===== config.mk =====
export PLATFORM = sky130hd
export DESIGN_NAME = mxn_result_serializer
export DESIGN_NICKNAME = d
export VERILOG_FILES = /design/src/rtl/mxn_result_serializer.sv
export SDC_FILE = /design/constraint.sdc
export NUM_CORES = 1
export LEC_CHECK = 0
export BUFFER_PORTS_ARGS = -buffer_cell sky130_fd_sc_hd__buf_2
export CAP_MARGIN = 10
export CORE_MARGIN = 4
export CORE_UTILIZATION = 48
export DETAILED_ROUTE_END_ITERATION = 7
export PLACE_DENSITY = 0.77
export SLEW_MARGIN = 15
export SYNTH_ARGS = -nofsm -noshare
export SYNTH_HDL_FRONTEND = slang
export SYNTH_SLANG_ARGS = --single-unit

===== constraint.sdc =====
create_clock -name clk -period 1.7 [get_ports clk]
set_input_delay 0.34 -clock clk [delete_from_list [all_inputs] [get_ports clk]]
set_output_delay 0.34 -clock clk [all_outputs]
set_load 0.01 [all_outputs]

===== src/rtl/mxn_result_serializer.sv =====
// mxn_result_serializer: takes one packed result word of SETS x WIDTH bits
// and emits it one set per beat, low set first, over a valid/ready stream.

// Per-set select lane: passes its set through only when the frame index
// points at it, so the top can OR all lanes into the output mux.
module mxn_set_lane #(
  parameter int WIDTH = 4,
  parameter int IDXW  = 1,
  parameter int LANE  = 0
) (
  input  logic [WIDTH-1:0] set_data,
  input  logic [IDXW-1:0]  idx,
  output logic [WIDTH-1:0] lane_out
);
  assign lane_out = (idx == IDXW'(LANE)) ? set_data : '0;
endmodule

module mxn_result_serializer #(
  parameter int WIDTH = 4,
  parameter int SETS  = 2,
  parameter int IDXW  = (SETS > 1) ? $clog2(SETS) : 1
) (
  input  logic                    clk,
  input  logic                    rst_n,
  input  logic                    in_valid,
  output logic                    in_ready,
  input  logic [SETS*WIDTH-1:0]   in_packed,
  input  logic [2:0]              in_op,
  output logic                    out_valid,
  input  logic                    out_ready,
  output logic [WIDTH-1:0]        out_data,
  output logic [IDXW-1:0]         out_idx,
  output logic                    out_last,
  output logic [2:0]              out_op,
  output logic [7:0]              frame_cnt
);

  if (SETS < 1 || SETS > 256) begin : g_bad_sets
    $error("mxn_result_serializer: SETS must be in 1..256");
  end

  typedef enum logic {IDLE, SEND} state_t;

  state_t                      state_q, state_d;
  logic [IDXW-1:0]             idx_q, idx_d;
  logic [SETS-1:0][WIDTH-1:0]  frame_q, frame_d;
  logic [2:0]                  op_q, op_d;
  logic [7:0]                  cnt_q, cnt_d;

  logic [SETS-1:0][WIDTH-1:0]  lane_out;
  logic [WIDTH-1:0]            sel_data;
  logic                        sending, is_last, accept, beat;

  assign sending = (state_q == SEND);
  assign is_last = sending && (idx_q == IDXW'(SETS - 1));
  // Accept in IDLE, or on the final beat so frames can run back-to-back.
  // Held low during reset so nothing is taken while the block is cleared.
  assign in_ready = rst_n && (!sending || (is_last && out_ready));
  assign accept   = in_valid && in_ready;
  assign beat     = sending && out_ready;

  for (genvar g = 0; g < SETS; g++) begin : g_lane
    mxn_set_lane #(.WIDTH(WIDTH), .IDXW(IDXW), .LANE(g)) u_lane (
      .set_data (frame_q[g]),
      .idx      (idx_q),
      .lane_out (lane_out[g])
    );
  end

  // Collapse the one-hot lane outputs into the selected set.
  always_comb begin
    sel_data = '0;
    for (int i = 0; i < SETS; i++) sel_data |= lane_out[i];
  end

  // Outputs are forced to zero outside SEND so IDLE looks clean downstream.
  assign out_valid = sending;
  assign out_data  = sending ? sel_data : '0;
  assign out_idx   = sending ? idx_q : '0;
  assign out_last  = is_last;
  assign out_op    = sending ? op_q : 3'd0;
  assign frame_cnt = cnt_q;

  // Next-state: walk sets 0..SETS-1, reload on a last beat if a word waits.
  always_comb begin
    state_d = state_q;
    idx_d   = idx_q;
    frame_d = frame_q;
    op_d    = op_q;
    cnt_d   = cnt_q;
    case (state_q)
      IDLE: begin
        if (accept) begin
          state_d = SEND;
          idx_d   = '0;
          frame_d = in_packed;
          op_d    = in_op;
        end
      end
      SEND: begin
        if (beat) begin
          if (!is_last) begin
            idx_d = idx_q + 1'b1;
          end else begin
            cnt_d = cnt_q + 8'd1;
            idx_d = '0;
            if (accept) begin
              frame_d = in_packed;
              op_d    = in_op;
            end else begin
              state_d = IDLE;
            end
          end
        end
      end
      default: state_d = IDLE;
    endcase
  end

  // State register; reset drops any frame in flight.
  always_ff @(posedge clk or negedge rst_n) begin
    if (!rst_n) begin
      state_q <= IDLE;
      idx_q   <= '0;
      frame_q <= '0;
      op_q    <= 3'd0;
      cnt_q   <= 8'd0;
    end else begin
      state_q <= state_d;
      idx_q   <= idx_d;
      frame_q <= frame_d;
      op_q    <= op_d;
      cnt_q   <= cnt_d;
    end
  end

endmodule


# Word-level counts from Yosys, hierarchy flattened
# Cells that the tools add are included.
# word_totals
reg_bits	21
word_cells	44
in_bits	15
# classes
bitwise	2
eq_ne	3
n_mux	21
n_addsub	2
n_reduce_logical	10
# ops
cell	n
2-to-1 mux 8 bit	3
case mux 8 bit (2 select lines)	1
2-to-1 mux 3 bit	4
2-to-1 mux 4 bit	3
adder 8 x 1 -> 8 bit, second input constant	1
2-to-1 mux 1 bit	7
case mux 3 bit (2 select lines)	1
logical AND 1 bit	5
inequality test 2 x 1 -> 1 bit, second input constant	2
OR 4 bit	1
case mux 1 bit (2 select lines)	2
AND reduction 2 bit	2
AND reduction 3 bit	1
inequality test 2 bit, second input constant	1
adder 1 bit, second input constant	1
zero test 1 bit	1
logical OR 1 bit	1
inverter 1 bit	1

# Logic depth before layout (Yosys ltp)
# Gate-level depths: netlist of the first run.
# depth
word_depth	9
mapped_depth	5
mapped_depth_nobuf	4

# Hierarchy
# From an unflattened synthesis of the first run, not the netlist that was laid out.
# unflattened
cells_unflattened	83
hier_area_um2	1027.2
# modules_own_cells
mod	instances	cells_each	seq_area_each_um2	area_per_inst_um2
mxn_result_serializer	1	75	525.5	977.2
mxn_set_lane	2	4	0.0	25.0

# Worst setup path before layout of the first run
# Ideal clock, no wire load.
# synth_timing
kind	flip-flop to flip-flop
start	register state_q, in the netlist out_valid
end	register frame_q[0] (netlist bit)
setup_time_ps	125
path_slack_ps	331
arrival_time_ps	1244
path_stages_with_launch	5
path_cell_list	dfrtp_1 a21bo_1 nor2b_4 buf_12 mux2_4
# synth_via
elab_chain_cells	9
word_cells_on_any_way	15
cone_classes	eq/ne (2); mux (4); bitwise (1); reduce/logical (8)
# synth_rtl
element	line_no	rtl
start, declared	44	state_t state_q, state_d;
start signal, assigned	129	state_q <= state_d;
logical AND 1 bit	55	assign is_last = sending && (idx_q == IDXW'(SETS - 1));
logical AND 1 bit	58	assign in_ready = rst_n && (!sending || (is_last && out_ready));
logical OR 1 bit	58	
logical AND 1 bit	58	
logical AND 1 bit	59	assign accept = in_valid && in_ready;
2-to-1 mux 8 bit (3 in a row)	--	
case mux 8 bit (2 select lines)	91	case (state_q)
end signal, assigned	131	frame_q <= frame_d;
end, declared	46	logic [SETS-1:0][WIDTH-1:0] frame_q, frame_d;
# Parallel ways exist; a longest one is shown, timed or not. The select of a mux whose other input is x is not followed.
# A chain may end at the register's enable or synchronous reset.

# Final worst setup path of the first run
# layout_timing
start	register idx_q
end	output port out_data[2]
# layout_via
elab_chain_cells	3
word_cells_on_any_way	4
cone_classes	mux (3); bitwise (1)
# layout_rtl
element	line_no	rtl
start, declared	45	logic [IDXW-1:0] idx_q, idx_d;
start signal, assigned	130	idx_q <= idx_d;
2-to-1 mux 4 bit	15	assign lane_out = (idx == IDXW'(LANE)) ? set_data : '0;
OR 4 bit (*)	73	for (int i = 0; i < SETS; i++) sel_data |= lane_out[i];
2-to-1 mux 4 bit (*)	78	assign out_data = sending ? sel_data : '0;
end, declared	31	output logic [WIDTH-1:0] out_data,
# Every way passes the cells marked *; elsewhere a longest branch is shown, timed or not.

==> flow_summary_export.csv, run 1 <==
group,metric,value,unit
global_routing,grt_pass1_wl,2980,um
routing,wl,1840,um
clocking,clkTransAtPathRegs,0.11,ns
synthesis,yosys-top-cells-area,"dfrtp_1, mux2_4, xor2_1",
synthesis,synth_cells,77,
setup_path,slowest_delay,0.37,ns
clocking,cts_tree,"done",
global_routing,gr-usage-met2,0.255,
clocking,cts_resized,0,
synthesis,syn_area,1020,um2
timing,fin_crit,1.60,ns
cells_and_area,antenna_cells,0,
setup_path,cp_top_family,"flip-flops",
timing,layout_worst_path_cycle_share,0.944,
floorplan,initial_utilization,0.511,
timing,finalMaxSlewViolations,0,
synthesis,synth_edf_count,0,
setup_path,cp.required,1.36,ns
floorplan,coreArea,2000,um2
pwr,p_sw,0.706,mW
routing,wl_per_cell,13.2,um
cells_and_area,fill_cells,166,
setup_path,path_max_fanout,9,
global_routing,grt_start_max_net_pins,22,
timing,max-slew-margin-rel,0.704,
timing,worst_pin_slew,0.443,ns
cells_and_area,drive_gt1_frac,0.496,
pwr,p_int,1.31,mW
placed_design,place_area,1200,um2
synthesis,yosysSeqAreaShare,0.514,
placed_design,dp_hpwl,1470,um
timing,fin_setup_tns,0,ns
setup_path,path_buf_inv,2,
cells_and_area,final_area,1230,um2
floorplan,die_w,54.2,um
routing,drc_errors,0,
setup_path,cp_slowest_cell,"dfrtp_1",
synthesis,synth_cell_types,23,
floorplan,dieArea,2930,um2
pwr,ir_drop,0.762,mV
synthesis,yosysWarnings,0,
global_routing,antenna_found_initial,0,
pwr,clockPowerShare,0.114,
routing,via_per_inst,4.83,
synthesis,synth-main-ff-cell,"dfrtp_1",
clocking,cts_buffers,3,
clocking,ctsHoldBuffers,0,
cells_and_area,layout.nets,130,
global_routing,grt_use_total,0.144,
floorplan,die_h,54.2,um
timing,hold_violations,0,
cells_and_area,area_growth,20.2,%
synthesis,synth.most_common_cell,"dfrtp_1",
pwr,p_per_area,1640,nW/um2
synthesis,synth_top_area_frac,0.514,
setup_path,crit_chain,"buf_4 -> mux2i_1 -> nor2b_1 -> buf_2",
clocking,clockBufferDepth,2,
clocking,cts.sinks,21,
global_routing,grt_overflow,0,
clocking,clock_latency,0.30,ns
timing,rsz0062_at_grt,"no",
pwr,swShare,0.350,
timing,finClkSkew,0.00220,ns
timing,timing.final.ws_setup,0.0953,ns
placed_design,place.gp.congestion,0.758,
routing,dr_total_vias,676,
timing,clock.fmax,623,MHz
synthesis,synth-seq-cells,21,
global_routing,grt.met1_usage,0.168,
run_status,outcome,"finished, final reports clean",
synthesis,synth_nets,93,
run,cap_violations,0,
pwr,seq_power_share,0.429,
synthesis,ys_top_cells_by_count,"dfrtp_1, mux2_4, nand2_1, xor2_1",
clocking,htree_levels,1,
placed_design,dp_slack,0.148,ns
synthesis,avgSynthCellArea,13.3,um2
routing,ant_nets,0,
pwr,p_leak,0.646,nW
min_path,hold_class,"in -> async",
placed_design,io_buffers,33,
routing,firstDrtPassIters,3,
timing,setup_viol,0,
clocking,clock-root-buffer,"clkbuf_4",
global_routing,grt_pass1_vias,707,
floorplan,rows,16,
floorplan,ios,34,
setup_path,critPathLaunchType,"flip-flop",
routing,drt-initial-drc-count,5,
synthesis,async_flop_share,1.00,
global_routing,grt.met3_usage,0.0249,
global_routing,grt-busiest-layer,"met2",
pwr,pwr-share-comb,0.458,
clocking,cts_setup_buffers,0,
setup_path,cp-end-kind,"primary output",
synthesis,synth_top_cell_by_area,"dfrtp_1",
setup_path,worstPathArrival,1.26,ns
setup_path,worstSetupPathType,"reg -> out",
-- path summary, 6_finish.rpt --
check	startpoint	end	slack (ns)	cells past startpoint
max	idx_q$_DFFE_PN0P_	out_data[2]	0.1	4
min	rst_n	op_q[0]$_DFFE_PN0P_	0.04	2
max reg2reg	out_valid$_DFF_PN0_	op_q[2]$_DFFE_PN0P_	0.20	3
min reg2reg	frame_cnt[7]$_DFFE_PN0P_	frame_cnt[7]$_DFFE_PN0P_	0.46	1
max in group asynchronous	rst_n	frame_cnt[1]$_DFFE_PN0P_	1.46	2
min in group clk	in_packed[2]	frame_q[2]$_DFFE_PN0P_	0.26	2
-- logic make-up (layout without fill, tap and decap cells) --
logic type | Yosys count | count (layout) | synth area share
buffers and inverters | 4 | 40 | 0.0416
AND/OR/NAND/NOR | 26 | 26 | 0.149
XOR/XNOR | 8 | 8 | 0.0685
multiplexers | 16 | 16 | 0.204
adder cells (fa/ha/maj) | 1 | 1 | 0.0122
AO/OA/AOI/OAI | 1 | 1 | 0.00979
flip-flops | 21 | 21 | 0.514
-- power by group through the flow --
stage | logic (mW) | clock network, mW | registers, mW
after floorplan | 0.642 | 0 | 0.869
after global placement | 0.907 | 0 | 0.856
after detailed placement | 0.942 | 0 | 0.875
after CTS | 0.944 | 0.247 | 0.865
after global routing | 1.02 | 0.257 | 0.898
final | 0.923 | 0.230 | 0.864
-- worst register-to-register path, delay by kind of cell (launching register included) --
kind	cells	cell delay, ns
AO/OA/AOI/OAI	1	0.21
multiplexers	1	0.39
AND/OR/NAND/NOR	1	0.42
flip-flops	1	0.39
-- cell type report --
class	instances	area, um2	share of cell area
well taps	27	33.8	0.0275
repair buffers	36	188	0.153
flip-flops and latches	21	526	0.428
multi-input cells	52	454	0.370
clock inverters	1	5.00	0.00407
clock buffers	3	22.5	0.0183
-- per-layer routing --
metal	up-vias	routed length (um)
li1	333	-
met5	-	0
met3	2	97
met1	324	809
met4	0	8
met2	17	926
-- stage by stage --
stage          hold slack [ns]   util  total power [mW]  instances
6_report                0.0362  0.614              2.02        140
5_1_grt                 0.0519  0.614              2.17        140
4_1_cts                 0.0282  0.614              2.06        140
3_5_place_dp             0.371  0.600              1.82        136
3_3_place_gp             0.365  0.600              1.76        136
2_1_floorplan           0.0444      -              1.51         77
-- cell usage in the layout, fill, tap and decap left out --
master / netlist / routed
nor2_1: 2 / 2
ha_1: 1 / 1
nor2b_4: 1 / 1
nor2b_1: 4 / 4
mux2_4: 9 / 9
nor3_1: 2 / 2
a21bo_1: 1 / 1
nand2_1: 5 / 5
buf_4: 1 / 3
and3_1: 1 / 1
and2_2: 2 / 2
nand3_1: 3 / 3
nand4_1: 2 / 2
and4_2: 1 / 1
buf_2: 0 / 33
clkinv_2: 0 / 1
clkbuf_4: 0 / 3
xnor2_1: 3 / 3
mux2i_1: 4 / 4
and2_1: 3 / 3
dfrtp_1: 21 / 21
mux2_2: 3 / 3
xor2_1: 5 / 5
-- registers in the layout, summed over array words and instances (netlist names) --
name / cells
out_valid: 1
idx_q: 1
op_q: 3
frame_q: 8
frame_cnt: 8
Power figures use the tool's default switching activity.
==> run 2, diff against run 1 <==
- CELL_PAD_IN_SITES_DETAIL_PLACEMENT: default -> 1
- CELL_PAD_IN_SITES_GLOBAL_PLACEMENT: default -> 1
- CORE_UTILIZATION: 48 -> 38
- PLACE_DENSITY: 0.77 -> default
- PLACE_DENSITY_LB_ADDON: default -> 0.1
==> flow_summary_export.csv, run 2 (same netlist as run 1, synthesis figures left out) <==
group,metric,value,unit
cells_and_area,regArea,526,um2
timing,hold_violations,0,
pwr,p_leak,0.653,nW
run_status,outcome,"finished, final reports clean",
timing,finClkSkew,0.00424,ns
timing,rsz0062_at_grt,"no",
setup_path,worstSetupPathType,"reg -> out",
cells_and_area,multi_input_area,454,um2
floorplan,initial_utilization,0.405,
pwr,ir_drop,0.933,mV
cells_and_area,final_cell_mix,"buf_2, dfrtp_1, mux2_4, nand2_1, xor2_1",
clocking,clock_latency,0.30,ns
global_routing,gr-usage-met2,0.233,
placed_design,dp_hpwl,1710,um
clocking,htree_levels,1,
timing,fin_setup_tns,0,ns
routing,wl,2130,um
timing,max-slew-margin-rel,0.783,
cells_and_area,drive_gt1_frac,0.491,
run,cap_violations,0,
placed_design,io_buffers,33,
pwr,total_power,2.05,mW
clocking,cts.sinks,21,
timing,clock.fmax,627,MHz
routing,wl_per_cell,14.8,um
global_routing,grt.met1_usage,0.167,
timing,finalMaxSlewViolations,0,
cells_and_area,mostFrequentLayoutCell,"buf_2",
routing,via_per_inst,4.78,
floorplan,coreArea,2520,um2
placed_design,place_area,1220,um2
setup_path,cp-end-kind,"primary output",
cells_and_area,utilization,0.498,
cells_and_area,fill_cells,284,
clocking,ctsHoldBuffers,0,
global_routing,grt_pass1_vias,789,
routing,dr_total_vias,689,
timing,timing.final.ws_setup,0.105,ns
global_routing,antenna_found_initial,0,
global_routing,grt_start_max_net_pins,23,
setup_path,worstPathArrival,1.25,ns
placed_design,dp_slack,0.162,ns
cells_and_area,antenna_cells,0,
timing,worst_pin_slew,0.325,ns
floorplan,ios,34,
timing,layout_worst_path_cycle_share,0.938,
global_routing,grt-busiest-layer,"met2",
clocking,clkTransAtPathRegs,0.11,ns
global_routing,grt_use_total,0.137,
global_routing,grt_overflow,0,
cells_and_area,final_area,1250,um2
routing,drt-initial-drc-count,3,
clocking,clock-root-buffer,"clkbuf_4",
floorplan,die_h,59.9,um
setup_path,cp.required,1.36,ns
global_routing,grt.met3_usage,0.0475,
routing,drc_errors,0,
timing,fin_crit,1.59,ns
setup_path,critPathLaunchType,"flip-flop",
clocking,cts_buffers,3,
clocking,clockBufferDepth,2,
setup_path,path_max_fanout,9,
min_path,hold_class,"in -> async",
cells_and_area,layout.nets,131,
placed_design,place.gp.congestion,0.676,
pwr,p_per_area,1630,nW/um2
floorplan,die_w,59.9,um
clocking,cts_tree,"done",
floorplan,rows,18,
timing,setup_viol,0,
global_routing,grt_pass1_wl,3660,um
routing,ant_nets,0,
routing,firstDrtPassIters,3,
cells_and_area,area_growth,22.8,%
floorplan,dieArea,3580,um2
==> run 2: final cells by class <==
type / count / share of cell area
Clock buffer: 4 / 0.0209
Multi-Input combinational cell: 52 / 0.362
Sequential cell: 21 / 0.419
Tap cell: 30 / 0.0299
Timing Repair Buffer: 37 / 0.168
==> run 2: final timing paths <==
path                                                from  depth (start not counted)                       end  slack (ns)
worst min-delay path                               rst_n                          2  frame_cnt[7]$_DFFE_PN0P_        0.03
worst min register to register  frame_cnt[7]$_DFFE_PN0P_                          1  frame_cnt[7]$_DFFE_PN0P_        0.48
worst max register to register       out_valid$_DFF_PN0_                          4    frame_q[6]$_DFFE_PN0P_        0.21
min in group clk                            in_packed[3]                          2    frame_q[3]$_DFFE_PN0P_        0.26
max in group asynchronous                          rst_n                          2       op_q[0]$_DFFE_PN0P_        1.45
worst max-delay path                   idx_q$_DFFE_PN0P_                          4               out_data[2]        0.11
==> run 2: worst max-delay path, cell delays in order, from the launching register on <==
cell and delay (ns):
dfrtp_1 0.39, buf_6 0.16, mux2i_1 0.21, nor2b_1 0.06
buf_2 0.14
==> run 2: where the power goes <==
part           total [mW]  leakage, nW  switching (mW)  internal [mW]
Clock               0.235       0.0150           0.144         0.0915
Sequential          0.870        0.257           0.162          0.708
Combinational       0.944        0.380           0.413          0.531
==> run 2: per-stage QoR <==
stage | instances | hold WS (ns)
floorplan | 77 | 0.0444
global placement | 140 | 0.366
detailed placement | 140 | 0.368
CTS | 144 | 0.0305
global route | 144 | 0.0271
finish | 144 | 0.0261
==> run 2: metal layers <==
layer / up-vias / part of all wire
met4: 0 / 0.0047
met1: 325 / 0.44
li1: 338 / -
met2: 23 / 0.48
met5: - / 0
met3: 3 / 0.078
==> run 2: repair_timing <==
action / in CTS / in global routing
resized for setup: 0 / 1
endpoints found under the setup margin: 0 / 1
buffers inserted: 0 / 0
endpoints found under the hold margin: 0 / 0
==> run 3, diff against run 2 <==
- PLACE_DENSITY: default -> 0.88
- PLACE_DENSITY_LB_ADDON: 0.1 -> default
==> flow_summary_export.csv, run 3 (same netlist as run 1, synthesis figures left out) <==
group,metric,value,unit
run_status,outcome,"finished, final reports clean",
cells_and_area,utilization,0.490,
floorplan,initial_utilization,0.405,
routing,wl_per_cell,16.0,um
routing,wl,2290,um
placed_design,place_area,1200,um2
setup_path,r2r_cells,3,
cells_and_area,regArea,526,um2
clocking,clockBufferDepth,2,
routing,drc_errors,0,
placed_design,io_buffers,33,
floorplan,rows,18,
global_routing,grt_pass1_wl,3760,um
timing,hold_violations,0,
pwr,p_per_area,1670,nW/um2
floorplan,ios,34,
setup_path,critPathLaunchType,"flip-flop",
pwr,total_power,2.07,mW
floorplan,coreArea,2520,um2
clocking,htree_levels,1,
timing,clock.fmax,621,MHz
clocking,ctsHoldBuffers,0,
timing,setup_viol,0,
cells_and_area,final_cell_mix,"buf_2, dfrtp_1, mux2_4, nand2_1, xor2_1",
timing,fin_crit,1.61,ns
cells_and_area,fill_cells,294,
cells_and_area,drive_gt1_frac,0.487,
cells_and_area,area_growth,20.8,%
routing,dr_total_vias,719,
setup_path,worstPathArrival,1.27,ns
timing,fin_setup_tns,0,ns
global_routing,grt_overflow,0,
routing,drt-initial-drc-count,2,
setup_path,path_max_fanout,9,
routing,via_per_inst,5.03,
min_path,hold_class,"in -> async",
cells_and_area,final_area,1230,um2
run,cap_violations,0,
placed_design,place.gp.congestion,0.697,
setup_path,crit_chain,"buf_6 -> mux2i_1 -> nor2b_1 -> buf_2",
cells_and_area,layout.nets,130,
setup_path,cp_top_family,"flip-flops",
timing,worst_pin_slew,0.446,ns
routing,ant_nets,0,
setup_path,worstSetupStartpoint,"idx_q$_DFFE_PN0P_",
clocking,clock_latency,0.30,ns
cells_and_area,multi_input_area,454,um2
pwr,p_leak,0.644,nW
clocking,clock-root-buffer,"clkbuf_4",
setup_path,slowest_delay,0.39,ns
timing,finClkSkew,0.000379,ns
clocking,cts.sinks,21,
setup_path,reg2reg_to,"op_q[2]$_DFFE_PN0P_",
global_routing,grt_start_max_net_pins,23,
clocking,cts_tree,"done",
floorplan,dieArea,3580,um2
setup_path,reg2reg_slack,0.14,ns
floorplan,die_h,59.9,um
placed_design,dp_hpwl,1730,um
floorplan,die_w,59.9,um
global_routing,grt_use_total,0.142,
pwr,ir_drop,0.900,mV
cells_and_area,antenna_cells,0,
clocking,cts_buffers,3,
timing,layout_worst_path_cycle_share,0.947,
routing,firstDrtPassIters,2,
global_routing,grt_pass1_vias,818,
setup_path,r2r-start,"out_valid$_DFF_PN0_",
setup_path,cp.required,1.36,ns
timing,rsz0062_at_grt,"no",
setup_path,worstSetupPathType,"reg -> out",
setup_path,path_buf_inv,2,
setup_path,cp_slowest_cell,"dfrtp_1",
global_routing,antenna_found_initial,0,
clocking,clkTransAtPathRegs,0.11,ns
cells_and_area,mostFrequentLayoutCell,"buf_2",
timing,finalMaxSlewViolations,0,
timing,hold_ws,0.0151,ns
timing,max-slew-margin-rel,0.702,
setup_path,cp-end-kind,"primary output",
## run 3: worst reg2reg max path, delay by kind of cell, from the launching register on
kind             cells  cell delay, ns
AO/OA/AOI/OAI        1            0.23
flip-flops           1            0.42
multiplexers         1            0.39
AND/OR/NAND/NOR      1            0.43
## run 3: how the worst max path moves through the flow
| stage | end | slack [ns] | cells past startpoint |
|---|---|---|---|
| after floorplan | frame_q[0]$_DFFE_PN0P_ | 0.33 | 4 |
| after global placement | op_q[2]$_DFFE_PN0P_ | 0.20 | 4 |
| after detailed placement | op_q[2]$_DFFE_PN0P_ | 0.1 | 4 |
| after CTS | out_data[2] | 0.03 | 4 |
| after global routing | out_data[2] | 0.008 | 4 |
| final | out_data[2] | 0.09 | 4 |
## run 3: final cells by class
cell class | count | share of cell area
Clock buffer | 4 | 0.0213
Multi-Input combinational cell | 52 | 0.368
Sequential cell | 21 | 0.426
Tap cell | 30 | 0.0304
Timing Repair Buffer | 36 | 0.155
## run 3: per-layer routing
layer,global-route usage,routed length [um]
met3,0.0302,99
met2,0.241,1200
met5,0,0
met1,0.164,905
met4,0.0791,88
## run 3: what timing repair did
action / in CTS / in global routing
resized for setup: 0 / 1
setup buffers: 0 / 0
setup endpoints to repair: 0 / 2
## run 3: report_power, final
| group | switching, mW | total (mW) | internal (mW) | leakage [nW] |
|---|---|---|---|---|
| logic | 0.439 | 0.960 | 0.521 | 0.372 |
| registers | 0.165 | 0.873 | 0.708 | 0.257 |
| clock network | 0.142 | 0.233 | 0.0915 | 0.0150 |
## run 3: stage by stage
stage	setup slack, ns	cells
after floorplan	0.331	77
after detailed placement	0.0977	139
after CTS	0.0288	143
after global placement	0.197	139
after global routing	0.00826	143
final	0.0898	143
